==> src/rtl/card_board_ctl.sv <==
// Card board responder: per-card state/colour store, renderer snapshot, and click hit-testing.
// Optional CARD_PEEK_EN adds a peek input that shows covered cards as discovered and blocks clicks.
module card_board_ctl #(
  parameter int N_CARDS = 16,
  parameter int ADDR_W  = 5,
  parameter int COLOR_W = 12,
  parameter int COLS    = 4,
  parameter int X0      = 64,
  parameter int Y0      = 48,
  parameter int CARD_W  = 96,
  parameter int CARD_H  = 96,
  parameter int PITCH_X = 128,
  parameter int PITCH_Y = 128
) (
  input  logic                 clk,
  input  logic                 rst_n,
  input  logic [ADDR_W-1:0]    num_of_cards,
  input  logic                 color_wr_en,
  input  logic [ADDR_W-1:0]    color_wr_addr,
  input  logic [COLOR_W-1:0]   color_wr_data,
  input  logic                 write_card_en,
  input  logic [ADDR_W-1:0]    write_card_address,
  input  logic [1:0]           write_card_state,
  input  logic                 update_cards_en,
  output logic [2*N_CARDS-1:0] card_states,
  output logic                 update_done,
  input  logic                 wait_for_click_en,
  input  logic                 mouse_left,
  input  logic [11:0]          mouse_xpos,
  input  logic [11:0]          mouse_ypos,
`ifdef CARD_PEEK_EN
  input  logic                 peek,
`endif
  output logic                 card_pressed,
  output logic [ADDR_W-1:0]    card_clicked_address,
  output logic [COLOR_W-1:0]   card_clicked_color,
  output logic                 busy
);

  localparam int IDX_W = (N_CARDS > 1) ? $clog2(N_CARDS) : 1;
  localparam int COL_W = (COLS > 1) ? $clog2(COLS) : 1;

  typedef enum logic [1:0] {IDLE, SCAN, REPORT} fsm_t;

  logic [1:0]         st_mem  [N_CARDS];
  logic [COLOR_W-1:0] col_mem [N_CARDS];
  logic [2*N_CARDS-1:0] snap_src;
  logic upd_req_reg, update_done_reg;
  logic [2*N_CARDS-1:0] card_states_reg;

  fsm_t fsm_reg, fsm_next;
  logic [IDX_W-1:0]   idx_reg, idx_next;
  logic [COL_W-1:0]   col_reg, col_next;
  logic [12:0]        x_reg, x_next, y_reg, y_next;
  logic [12:0]        ox_reg, ox_next, oy_reg, oy_next;
  logic               ml_prev_reg;
  logic [ADDR_W-1:0]  addr_reg, addr_next;
  logic [COLOR_W-1:0] color_reg, color_next;
  logic               click_block;
  logic               hit, last_card;

  // Address decode against the slot index also drops out-of-range addresses.
  always_ff @(posedge clk or negedge rst_n) begin
    if (!rst_n) begin
      for (int i = 0; i < N_CARDS; i++) begin
        st_mem[i]  <= 2'b00;
        col_mem[i] <= '0;
      end
    end else begin
      for (int i = 0; i < N_CARDS; i++) begin
        if (color_wr_en && color_wr_addr == ADDR_W'(i)) begin
          col_mem[i] <= color_wr_data;
          st_mem[i]  <= 2'b01;
        end
        if (write_card_en && write_card_address == ADDR_W'(i))
          st_mem[i] <= write_card_state;
      end
    end
  end

  generate
    for (genvar gi = 0; gi < N_CARDS; gi++) begin : g_snap
`ifdef CARD_PEEK_EN
      assign snap_src[2*gi +: 2] = (peek && st_mem[gi] == 2'b01) ? 2'b11 : st_mem[gi];
`else
      assign snap_src[2*gi +: 2] = st_mem[gi];
`endif
    end
  endgenerate

`ifdef CARD_PEEK_EN
  assign click_block = peek;
`else
  assign click_block = 1'b0;
`endif

  always_ff @(posedge clk or negedge rst_n) begin
    if (!rst_n) begin
      upd_req_reg     <= 1'b0;
      update_done_reg <= 1'b0;
      card_states_reg <= '0;
    end else begin
      upd_req_reg     <= update_cards_en;
      update_done_reg <= upd_req_reg;
      if (upd_req_reg)
        card_states_reg <= snap_src;
    end
  end

  assign card_states = card_states_reg;
  assign update_done = update_done_reg;

  assign hit = (x_reg >= ox_reg) && (x_reg < ox_reg + 13'(CARD_W)) &&
               (y_reg >= oy_reg) && (y_reg < oy_reg + 13'(CARD_H));
  assign last_card = (ADDR_W'(idx_reg) == num_of_cards - ADDR_W'(1)) ||
                     (idx_reg == IDX_W'(N_CARDS - 1));

  always_comb begin
    fsm_next   = fsm_reg;
    idx_next   = idx_reg;
    col_next   = col_reg;
    x_next     = x_reg;
    y_next     = y_reg;
    ox_next    = ox_reg;
    oy_next    = oy_reg;
    addr_next  = addr_reg;
    color_next = color_reg;
    case (fsm_reg)
      IDLE: begin
        if (wait_for_click_en && mouse_left && !ml_prev_reg && !click_block) begin
          fsm_next = SCAN;
          x_next   = {1'b0, mouse_xpos};
          y_next   = {1'b0, mouse_ypos};
          idx_next = '0;
          col_next = '0;
          ox_next  = 13'(X0);
          oy_next  = 13'(Y0);
        end
      end
      SCAN: begin
        if (!wait_for_click_en || num_of_cards == '0) begin
          fsm_next = IDLE;
        end else if (hit) begin
          // Only covered cards are clickable; the store read is pre-write.
          if (st_mem[idx_reg] == 2'b01) begin
            fsm_next   = REPORT;
            addr_next  = ADDR_W'(idx_reg);
            color_next = col_mem[idx_reg];
          end else begin
            fsm_next = IDLE;
          end
        end else if (last_card) begin
          fsm_next = IDLE;
        end else begin
          idx_next = idx_reg + IDX_W'(1);
          if (col_reg == COL_W'(COLS - 1)) begin
            col_next = '0;
            ox_next  = 13'(X0);
            oy_next  = oy_reg + 13'(PITCH_Y);
          end else begin
            col_next = col_reg + COL_W'(1);
            ox_next  = ox_reg + 13'(PITCH_X);
          end
        end
      end
      REPORT:  fsm_next = IDLE;
      default: fsm_next = IDLE;
    endcase
  end

  always_ff @(posedge clk or negedge rst_n) begin
    if (!rst_n) begin
      fsm_reg     <= IDLE;
      idx_reg     <= '0;
      col_reg     <= '0;
      x_reg       <= '0;
      y_reg       <= '0;
      ox_reg      <= '0;
      oy_reg      <= '0;
      ml_prev_reg <= 1'b0;
      addr_reg    <= '0;
      color_reg   <= '0;
    end else begin
      fsm_reg     <= fsm_next;
      idx_reg     <= idx_next;
      col_reg     <= col_next;
      x_reg       <= x_next;
      y_reg       <= y_next;
      ox_reg      <= ox_next;
      oy_reg      <= oy_next;
      ml_prev_reg <= mouse_left;
      addr_reg    <= addr_next;
      color_reg   <= color_next;
    end
  end

  assign card_pressed         = (fsm_reg == REPORT);
  assign busy                 = (fsm_reg == SCAN);
  assign card_clicked_address = addr_reg;
  assign card_clicked_color   = color_reg;

endmodule

==> config.mk <==
export PLATFORM = sky130hd
export DESIGN_NAME = card_board_ctl
export DESIGN_NICKNAME = d
export VERILOG_FILES = /design/src/rtl/card_board_ctl.sv
export SDC_FILE = /design/constraint.sdc
export NUM_CORES = 1
export LEC_CHECK = 0
export ABC_CLOCK_PERIOD_IN_PS = 3800
export CAP_MARGIN = 10
export CORE_AREA = 2 2 119 237
export DETAILED_ROUTE_END_ITERATION = 8
export DIE_AREA = 0 0 121 239
export GPL_TIMING_DRIVEN = 0
export PLACE_DENSITY = 0.84
export SYNTH_ARGS = -nofsm -noshare
export SYNTH_HDL_FRONTEND = slang
export SYNTH_SLANG_ARGS = --single-unit
==> constraint.sdc <==
create_clock -name clk -period 3.8 [get_ports clk]
set_clock_uncertainty 0.2 [all_clocks]
set_input_delay 0.38 -clock clk [delete_from_list [all_inputs] [get_ports clk]]
set_output_delay 0.38 -clock clk [all_outputs]
set_load 0.005 [all_outputs]
Word level (Yosys, flattened, before mapping)

Index checks and enable logic that the tools add are counted.
W data, S select, Z words.

Flip-flop bits (word level): 333
Bits of input ports: 60
Word-level logic and storage cells: 235

Add/subtract/negate cells: 7
$lt $le $gt $ge: 5
Equal/unequal tests: 42
Mux-type cells: 67
Bitwise operators: 2
Reduce and logical (&&, ||, !) cells: 67

Operators by type and width:

| operator                | count |
|---|---|
| $mux W13                | 10 |
| $mux W2                 | 44 |
| $eq A5 B4 Y1 const B    | 16 |
| $pmux W13 S2            | 2 |
| $bmux W12 S4            | 1 |
| $eq A5 B3 Y1 const B    | 8 |
| $logic_and A1 B1 Y1     | 37 |
| $reduce_bool A2 Y1      | 17 |
| $add A13 B7 Y13 const B | 2 |
| $add A13 B8 Y13 const B | 2 |
| $ge A12 B13 Y1          | 2 |
| $lt A12 B13 Y1          | 2 |
| $mux W12                | 2 |
| $eq A5 B2 Y1 const B    | 4 |
| $mux W4                 | 4 |
| $logic_not A5 Y1        | 3 |
| $eq A5 B1 Y1 const B    | 2 |
| $bmux W2 S4             | 1 |
| $ne A2 B2 Y1 const B    | 4 |
| $pmux W2 S2             | 2 |
| $pmux W4 S2             | 1 |
| $reduce_and A6 Y1       | 1 |
| $eq A4 B5 Y1            | 1 |
| $ge A5 B5 Y1 const B    | 1 |
| 16 further kinds        | 21 |

Logic depth before layout (Yosys ltp)

Gate-level depths: netlist (run 1).

Depth in word-level cells: 9
Gate-level depth with buffers: 14

Worst setup path before layout (run 1)

No wires, ideal clock.

Path type: reg-to-reg
From: register ox_reg[8]
To: register addr_reg[3], in the netlist card_clicked_address[3]
Library setup time: 125 ps
Arrival time: 2,999 ps
Data required time: 3,475 ps
Path slack: 476 ps
Cell stages (with the launch flop): 14
Period minus slack after synthesis: 3,324 ps
Cells stage by stage: dfrtp_1 -> ha_1 -> nand2_1 -> xnor2_1 -> ha_1 -> a21o_1 -> a21o_2 -> o2111a_1 -> a211oi_2 -> nand2_1 -> or3_1 -> buf_6 -> buf_12 -> mux2_4

Longest elaborated chain between the ends: 6
Elaborated cells on any way between the ends: 7
Those cells by class: 1 x add/sub; 2 x order compare; 4 x reduce/logical

RTL lines:

| item                                | RTL line | text |
|---|---|---|
| start, declared                     | 55       | `logic [12:0] ox_reg, ox_next, oy_reg, oy_next;` |
| start signal, assigned              | 189      | `ox_reg <= ox_next;` |
| $add A13 B7 Y13                     | 113      | `assign hit = (x_reg >= ox_reg) && (x_reg < ox_reg + 13'(CARD_W)) &&` |
| $lt A12 B13 Y1                      | 113      |  |
| $logic_and A1 B1 Y1 * (2 in series) | 113      |  |
| $logic_and A1 B1 Y1 *               | 114      | `(y_reg >= oy_reg) && (y_reg < oy_reg + 13'(CARD_H));` |
| $reduce_and A4 Y1 (no line) *       | -        |  |
| end signal, assigned                | 192      | `addr_reg <= addr_next;` |
| end, declared                       | 57       | `logic [ADDR_W-1:0] addr_reg, addr_next;` |

Every way passes the cells marked *; elsewhere a longest branch is shown, timed or not.
A chain may end at the register's enable or synchronous reset.

Final worst setup path (run 1)

From: register idx_reg[0]
To: register color_reg[11], in the netlist card_clicked_color[11]

Longest elaborated chain between the ends: 6
Elaborated cells on any way between the ends: 9
Those cells by class: 1 x eq/ne; 6 x mux; 1 x bitwise; 1 x reduce/logical

RTL lines:

| item                                        | RTL line | text |
|---|---|---|
| start, declared                             | 52       | `logic [IDX_W-1:0] idx_reg, idx_next;` |
| start signal, assigned                      | 185      | `idx_reg <= idx_next;` |
| $not A4 Y5 (implied by the code) *          | 145, 148 |  |
| $bmux W2 S4                                 | 145      | `if (st_mem[idx_reg] == 2'b01) begin` |
| $mux W2 (implied by the code) (2 in series) | 145      |  |
| $eq A2 B1 Y1                                | 145      |  |
| $reduce_and A4 Y1 (no line)                 | -        |  |
| end signal, assigned                        | 193      | `color_reg <= color_next;` |
| end, declared                               | 58       | `logic [COLOR_W-1:0] color_reg, color_next;` |

Every way passes the cells marked *; elsewhere a longest branch is shown, timed or not. The select of a mux whose other input is x is not followed.

==> results of run 1 <==
-- cells in the final DEF, fill, tap and decap left out, types with 10 or more instances in the layout --
cell type          n
clkbuf_16         27
nand2_1          111
buf_1             17
clkdlybuf4s50_1   99
xnor2_1           12
nor3_1            16
nand3_1           21
nor2_1            35
clkbuf_1          49
mux2_4            10
mux2_2           231
o21ai_0           19
a21oi_1           17
dfrtp_1          311
nor2b_1           11
mux4_2            62
ha_1              33
inv_1             29
-- cell families after synthesis --
| group | count (synthesis) | synth area share |
|---|---|---|
| flip-flops | 312 | 0.5307 |
| multiplexers | 309 | 0.2860 |
| AND/OR/NAND/NOR | 225 | 0.06923 |
| AO/OA/AOI/OAI | 104 | 0.05035 |
| buffers and inverters | 97 | 0.02687 |
| adder cells (fa/ha/maj) | 34 | 0.02891 |
| XOR/XNOR | 13 | 0.007739 |
| other | 1 | 0.0002549 |
-- per-layer routing --
metal | global-route usage | vias up | routed length, um | share of wire
li1 | - | 4237 | - | -
met4 | 0.1050 | 0 | 1297 | 0.037
met1 | 0.3220 | 5116 | 13470 | 0.38
met2 | 0.4261 | 372 | 18290 | 0.52
met3 | 0.04127 | 89 | 2273 | 0.064
met5 | 0 | - | 0 | 0
-- worst max-delay path: stages, from the launching register on --
cell	delay (ns)
dfrtp_1	0.35
clkbuf_1	0.65
clkbuf_1	0.89
mux4_2	0.64
mux4_2	0.52
mux2_4	0.28
-- cells in the mapped netlist, types with 4 or more instances --
| master | count | share of area |
|---|---|---|
| nor3_1 | 17 | 0.0058 |
| nand2_1 | 111 | 0.028 |
| nor2b_1 | 11 | 0.0047 |
| buf_1 | 18 | 0.0046 |
| nor2_1 | 35 | 0.0089 |
| a211oi_1 | 4 | 0.0020 |
| mux4_2 | 62 | 0.095 |
| xnor2_1 | 12 | 0.0071 |
| dfrtp_1 | 312 | 0.53 |
| nand2b_1 | 5 | 0.0021 |
| a31oi_1 | 6 | 0.0026 |
| clkbuf_1 | 43 | 0.011 |
| a22oi_1 | 4 | 0.0020 |
| ha_1 | 34 | 0.029 |
| nand3_1 | 21 | 0.0071 |
| mux2i_1 | 6 | 0.0041 |
| a211o_1 | 9 | 0.0054 |
| o32ai_1 | 9 | 0.0054 |
| a21oi_1 | 17 | 0.0058 |
| mux2_4 | 10 | 0.010 |
| a22o_1 | 9 | 0.0054 |
| inv_1 | 29 | 0.0074 |
| mux2_2 | 231 | 0.18 |
| o21a_1 | 4 | 0.0020 |
| a21o_1 | 7 | 0.0036 |
| o21ai_0 | 19 | 0.0065 |
-- through the flow --
stage | utilization | cell area (um2) | TNS (ns)
after floorplan | - | 14710 | 0
after global placement | 0.5934 | 16150 | -3210.38
final | 0.6298 | 17150 | 0
after detailed placement | 0.5958 | 16220 | 0
after global routing | 0.6298 | 17150 | -0.002890
after CTS | 0.6295 | 17140 | 0
-- what timing repair did --
action,in CTS,in global routing
hold buffers,1,0
hold endpoints to repair,55,0
resized for setup,0,5
endpoints found under the setup margin,0,11
buffers inserted,0,0
-- power by group --
part,switching (mW),internal [mW],leakage [nW]
combinational,1.44,1.65,3.23
sequential,0.441,3.98,3.94
clock,1.25,1.60,0.436
-- worst max path at each step --
stage | from | to | slack, ns
floorplan | ox_reg[8] | card_clicked_address[3] | 0.48
global placement | rst_n | col_mem[20] | -10.33
detailed placement | ox_reg[8] | card_clicked_color[6] | 0.11
CTS | oy_reg[8] | card_clicked_color[11] | 0.10
global route | idx_reg[0] | card_clicked_color[2] | -0.003
finish | idx_reg[0] | card_clicked_color[11] | 0.13
-- cell type report --
| type | count | area share |
|---|---|---|
| repair buffers | 104 | 0.06276 |
| plain buffers | 67 | 0.01656 |
| flip-flops and latches | 312 | 0.4554 |
| clock buffers | 37 | 0.04393 |
| multi-input cells | 686 | 0.3801 |
| well taps | 352 | 0.02569 |
| inverters | 30 | 0.006567 |
| clock inverters | 13 | 0.008976 |
==> summary.md, run 1 <==
| Metric | Value |
|---|---|
| Outcome | `finished clean` |
| Worst rel slew slack | `0.2537` |
| Syn avg cell area | `approximately 13 um2` |
| Area delta synth->final | `16.54%` |
| Hold path endpoint | `upd_req_reg` |
| Root buf cell | `clkbuf_16` |
| Period utilization | `0.9651` |
| Buffer levels on the longest clock path | `3` |
| Post-synthesis cell type count | `60` |
| Pre-antenna DRT Iters | `5` |
| Clock transition at path regs | `0.07 ns` |
| Wirelength per Cell | `22.07 um` |
| Via density | `6.130` |
| Fillers | `1954` |
| Worst setup margin | `0.1325 ns` |
| Max-cap viol count | `0` |
| EDFF count, synth | `0` |
| Area of the die | `28920 um2` |
| CTS tree | `yes` |
| Overall power | `10.36 mW` |
| FF-to-FF End | `card_clicked_color[11]` |
| Fmax | `0.2727 GHz` |
| Register area | `7809 um2` |
| Starting Density | `0.5404` |
| Worst slack, placed | `0.1133 ns` |
| Largest fanout on the critical path | `10` |
| Worst setup SP type | `flop` |
| Hold path cells | `1` |
| Multi-input logic area | `roughly 6500 um2` |
| Maximum vdd drop | `0.4030 mV` |
| Syn nets | `1189` |
| Initial antenna violation count | `0` |
| Yosys reg bits | `312` |
| Reg2reg start | `idx_reg[0]` |
| Worst slew pin tran | `1.119 ns` |
| Leak | `7.606 nW` |
| Gpl congestion | `between 0.8 and 0.9` |
| N_diodes | `0` |
| Antenna-violating nets left | `0` |
| PD cells | `just over 600 nW/um2` |
| Slew Limit Fails | `0` |
| FF-to-FF setup slack | `0.13 ns` |
| DR vias | `9814` |
| Number of port buffers | `100` |
| Ys async rst share | `1.000` |
| Hold_ws | `just over 0.07 ns` |
| Ratio of cells with drive above 1 in the final layout | `0.2954` |
| Final Non-Filler Cells | `between 1500 and 2000` |
| Worst Path Required | `4.04 ns` |
| Endpoint class of the critical path | `flop` |
| Synthesized area | `about 15000 um2` |
| Congestion Overflow GR | `0` |
| Core area | `27220 um2` |
| Dpl hpwl | `24460 um` |
| Num rows | `between 80 and 90` |
| Skew-Pair Late Insertion Delay | `0.55 ns` |
| Worst hold path type | `input pin to flop` |
| Largest register FFs | `192` |
| H-Tree Depth | `1` |
| GR Util All Layers | `0.2525` |
| Die Span Y | `239 um` |
| Worst R2R Path Depth | `5` |
| Yosys Warn Count | `0` |
| I/O pins | `112` |
| Clock sinks | `312` |
| Min Tclk post-route | `3.668 ns` |
| Hold Crit Start | `update_cards_en` |
| # nets final | `~1300` |
| Fin. Hold Viols | `0` |
| Die W | `121 um` |
| Worst setup path class | `flop to flop` |
| Vias in the first global route | `between 10000 and 15000` |
| Largest net degree at the start of global routing | `137` |
| Total Wirelength | `~35000 um` |
| Final setup violation count | `0` |
| # DRC | `0` |
| Global-route wire length before repair | `56700 um` |
| Starting DRT DRC Count | `716` |
| Dpl cells | `roughly 1600` |
| CTS buffer count | `27` |
| Post-Syn Instances | `between 1000 and 1500` |
| Post-synthesis sequential area ratio | `0.5307` |
| Primary FF master, synth | `dfrtp_1` |
| Crit path DAT | `3.90 ns` |
No activity file was read; power rests on OpenSTA's default activity.
==> inputs of run 2 (changes only) <==
- CTS_BUF_LIST: default -> sky130_fd_sc_hd__clkbuf_8 sky130_fd_sc_hd__clkbuf_16
==> run 2 against run 1 <==
  * Clock-buffer cell count is 6 lower
  * Flip-flop and latch count stayed put
  * Clock power about the same
  * Sequential share of layout area unchanged
  * Worst hold slack lost 0.0027 ns
  * Sequential power barely moved
  * Die area did not move
  * Highest routed layer unchanged
==> summary.md, run 2 (same netlist as run 1, synthesis figures left out) <==
| Metric | Value |
|---|---|
| CTS buffer count | `27` |
| Largest net degree at the start of global routing | `between 100 and 150` |
| Buffer levels on the longest clock path | `3` |
| Hold path cells | `1` |
| Crit path DAT | `3.91 ns` |
| Worst rel slew slack | `0.2498` |
| Final setup violation count | `0` |
| CTS tree | `yes` |
| Critical path's top delay family | `buffers and inverters` |
| Clock transition at path regs | `0.07 ns` |
| Worst setup SP type | `flop` |
| Initial antenna violation count | `0` |
| Skew-Pair Late Insertion Delay | `0.55 ns` |
| Endpoint class of the critical path | `flop` |
| I/O pins | `roughly 110` |
| Min Tclk post-route | `~3.7 ns` |
| Largest register FFs | `192` |
| Max incr delay on CP | `between 0.8 and 0.9 ns` |
| Antenna-violating nets left | `0` |
| Worst path cell trace | `clkbuf_1 > clkbuf_1 > mux4_2 > mux4_2 > mux2_4` |
| Gpl congestion | `between 0.8 and 0.9` |
| Ratio of cells with drive above 1 in the final layout | `0.2954` |
| # nets final | `1322` |
| Final Non-Filler Cells | `1601` |
| Worst setup path class | `flop to flop` |
| Fin. Hold Viols | `0` |
| Via density | `6.142` |
| Bufs and invs on worst path | `2` |
| Dpl hpwl | `~24000 um` |
| Maximum vdd drop | `0.4032 mV` |
| Outcome | `finished clean` |
| Worst setup path end | `card_clicked_color[11]` |
| Global-route wire length before repair | `56700 um` |
| Period utilization | `0.9659` |
| DR vias | `between 9000 and 10000` |
| # DRC | `0` |
| Dpl cells | `approximately 1600` |
| Root buf cell | `clkbuf_16` |
| Core area | `27220 um2` |
| Total Wirelength | `about 35000 um` |
| Area delta synth->final | `16.54%` |
| Worst slew pin tran | `between 1 and 1.5 ns` |
| Worst hold path type | `input pin to flop` |
| H-Tree Depth | `1` |
| Worst R2R Path Depth | `5` |
| Placed cell area | `between 15000 and 20000 um2` |
| Leak | `7.631 nW` |
| Reg2reg start | `idx_reg[0]` |
| GR Util All Layers | `0.2525` |
| N_diodes | `0` |
| Starting Density | `0.5404` |
| Vias in the first global route | `10530` |
| Fmax | `0.2724 GHz` |
| Slew Limit Fails | `0` |
| Crit. Startpoint | `idx_reg[0]` |
| Area of the die | `just under 30000 um2` |
| Worst Path Required | `around 4 ns` |
| PD cells | `roughly 600 nW/um2` |
| Max-cap viol count | `0` |
| Die Span Y | `239 um` |
| Num rows | `86` |
| Wirelength per Cell | `between 20 and 25 um` |
| Starting DRT DRC Count | `695` |
| Design area | `roughly 17000 um2` |
| FF-to-FF End | `card_clicked_color[11]` |
| Largest fanout on the critical path | `10` |
| FF-to-FF setup slack | `0.13 ns` |
| Pre-antenna DRT Iters | `5` |
| Overall power | `10.35 mW` |
| Most frequent cells in the layout | `dfrtp_1 (311), mux2_2 (231), nand2_1 (111)` |
| Clock sinks | `312` |
| Die W | `between 100 and 150 um` |
| Slowest-stage cell, CP | `clkbuf_1` |
| Critical path depth | `5` |
| Number of port buffers | `100` |
| Commonest non-fill, non-tap cell in the layout | `dfrtp_1` |
| Congestion Overflow GR | `0` |
run 2: through the flow:
stage | setup WS (ns) | hold WS [ns] | setup TNS [ns] | utilization
global route | -0.002890 | 0.06718 | -0.002890 | 0.6298
global placement | -10.33 | 0.1656 | -3210.38 | 0.5934
floorplan | 0.4757 | -0.1156 | 0 | -
finish | 0.1296 | 0.06896 | 0 | 0.6298
detailed placement | 0.1133 | 0.1377 | 0 | 0.5958
CTS | 0.1006 | 0.03886 | 0 | 0.6295
run 2: metal layers:
| metal | vias to the layer above | track usage | share of wire |
|---|---|---|---|
| met2 | 383 | 0.4261 | 0.52 |
| met5 | - | 0 | 0 |
| met4 | 0 | 0.1050 | 0.036 |
| li1 | 4238 | - | - |
| met3 | 85 | 0.04127 | 0.062 |
| met1 | 5128 | 0.3220 | 0.38 |
run 2: final cells by class:
type                       count  area (um2)
fill                        1954       10080
sequential                   312        7809
multi-input combinational    686        6518
timing repair buffer         104        1076
clock buffer                  31       730.7
tap                          352       440.4
buffer                        67       284.0
clock inverter                19       176.4
inverter                      30       112.6
run 2: worst min-delay path by stage:
| stage | startpoint | endpoint | slack (ns) |
|---|---|---|---|
| finish | update_cards_en | upd_req_reg | 0.07 |
| global route | update_cards_en | upd_req_reg | 0.07 |
| CTS | write_card_state[1] | snap_src[19] | 0.04 |
| detailed placement | rst_n | y_reg[11] | 0.14 |
| global placement | upd_req_reg | update_done | 0.17 |
| floorplan | rst_n | card_clicked_address[0] | -0.12 |
run 2: repair_timing:
item	CTS	global route
hold buffers	1	0
setup endpoints to repair	0	11
setup buffers	0	0
resized for setup	0	5
endpoints found under the hold margin	55	0
run 2: worst reg2reg max path, cell delays in order (launching register included):
cell      delay, ns
dfrtp_1        0.35
clkbuf_1       0.65
clkbuf_1       0.90
mux4_2         0.65
mux4_2         0.52
mux2_4         0.28
run 2: where the power goes:
part	switching (mW)	leakage, nW	internal, mW
clock	1.25	0.461	1.58
combinational	1.44	3.23	1.65
sequential	0.441	3.94	3.98
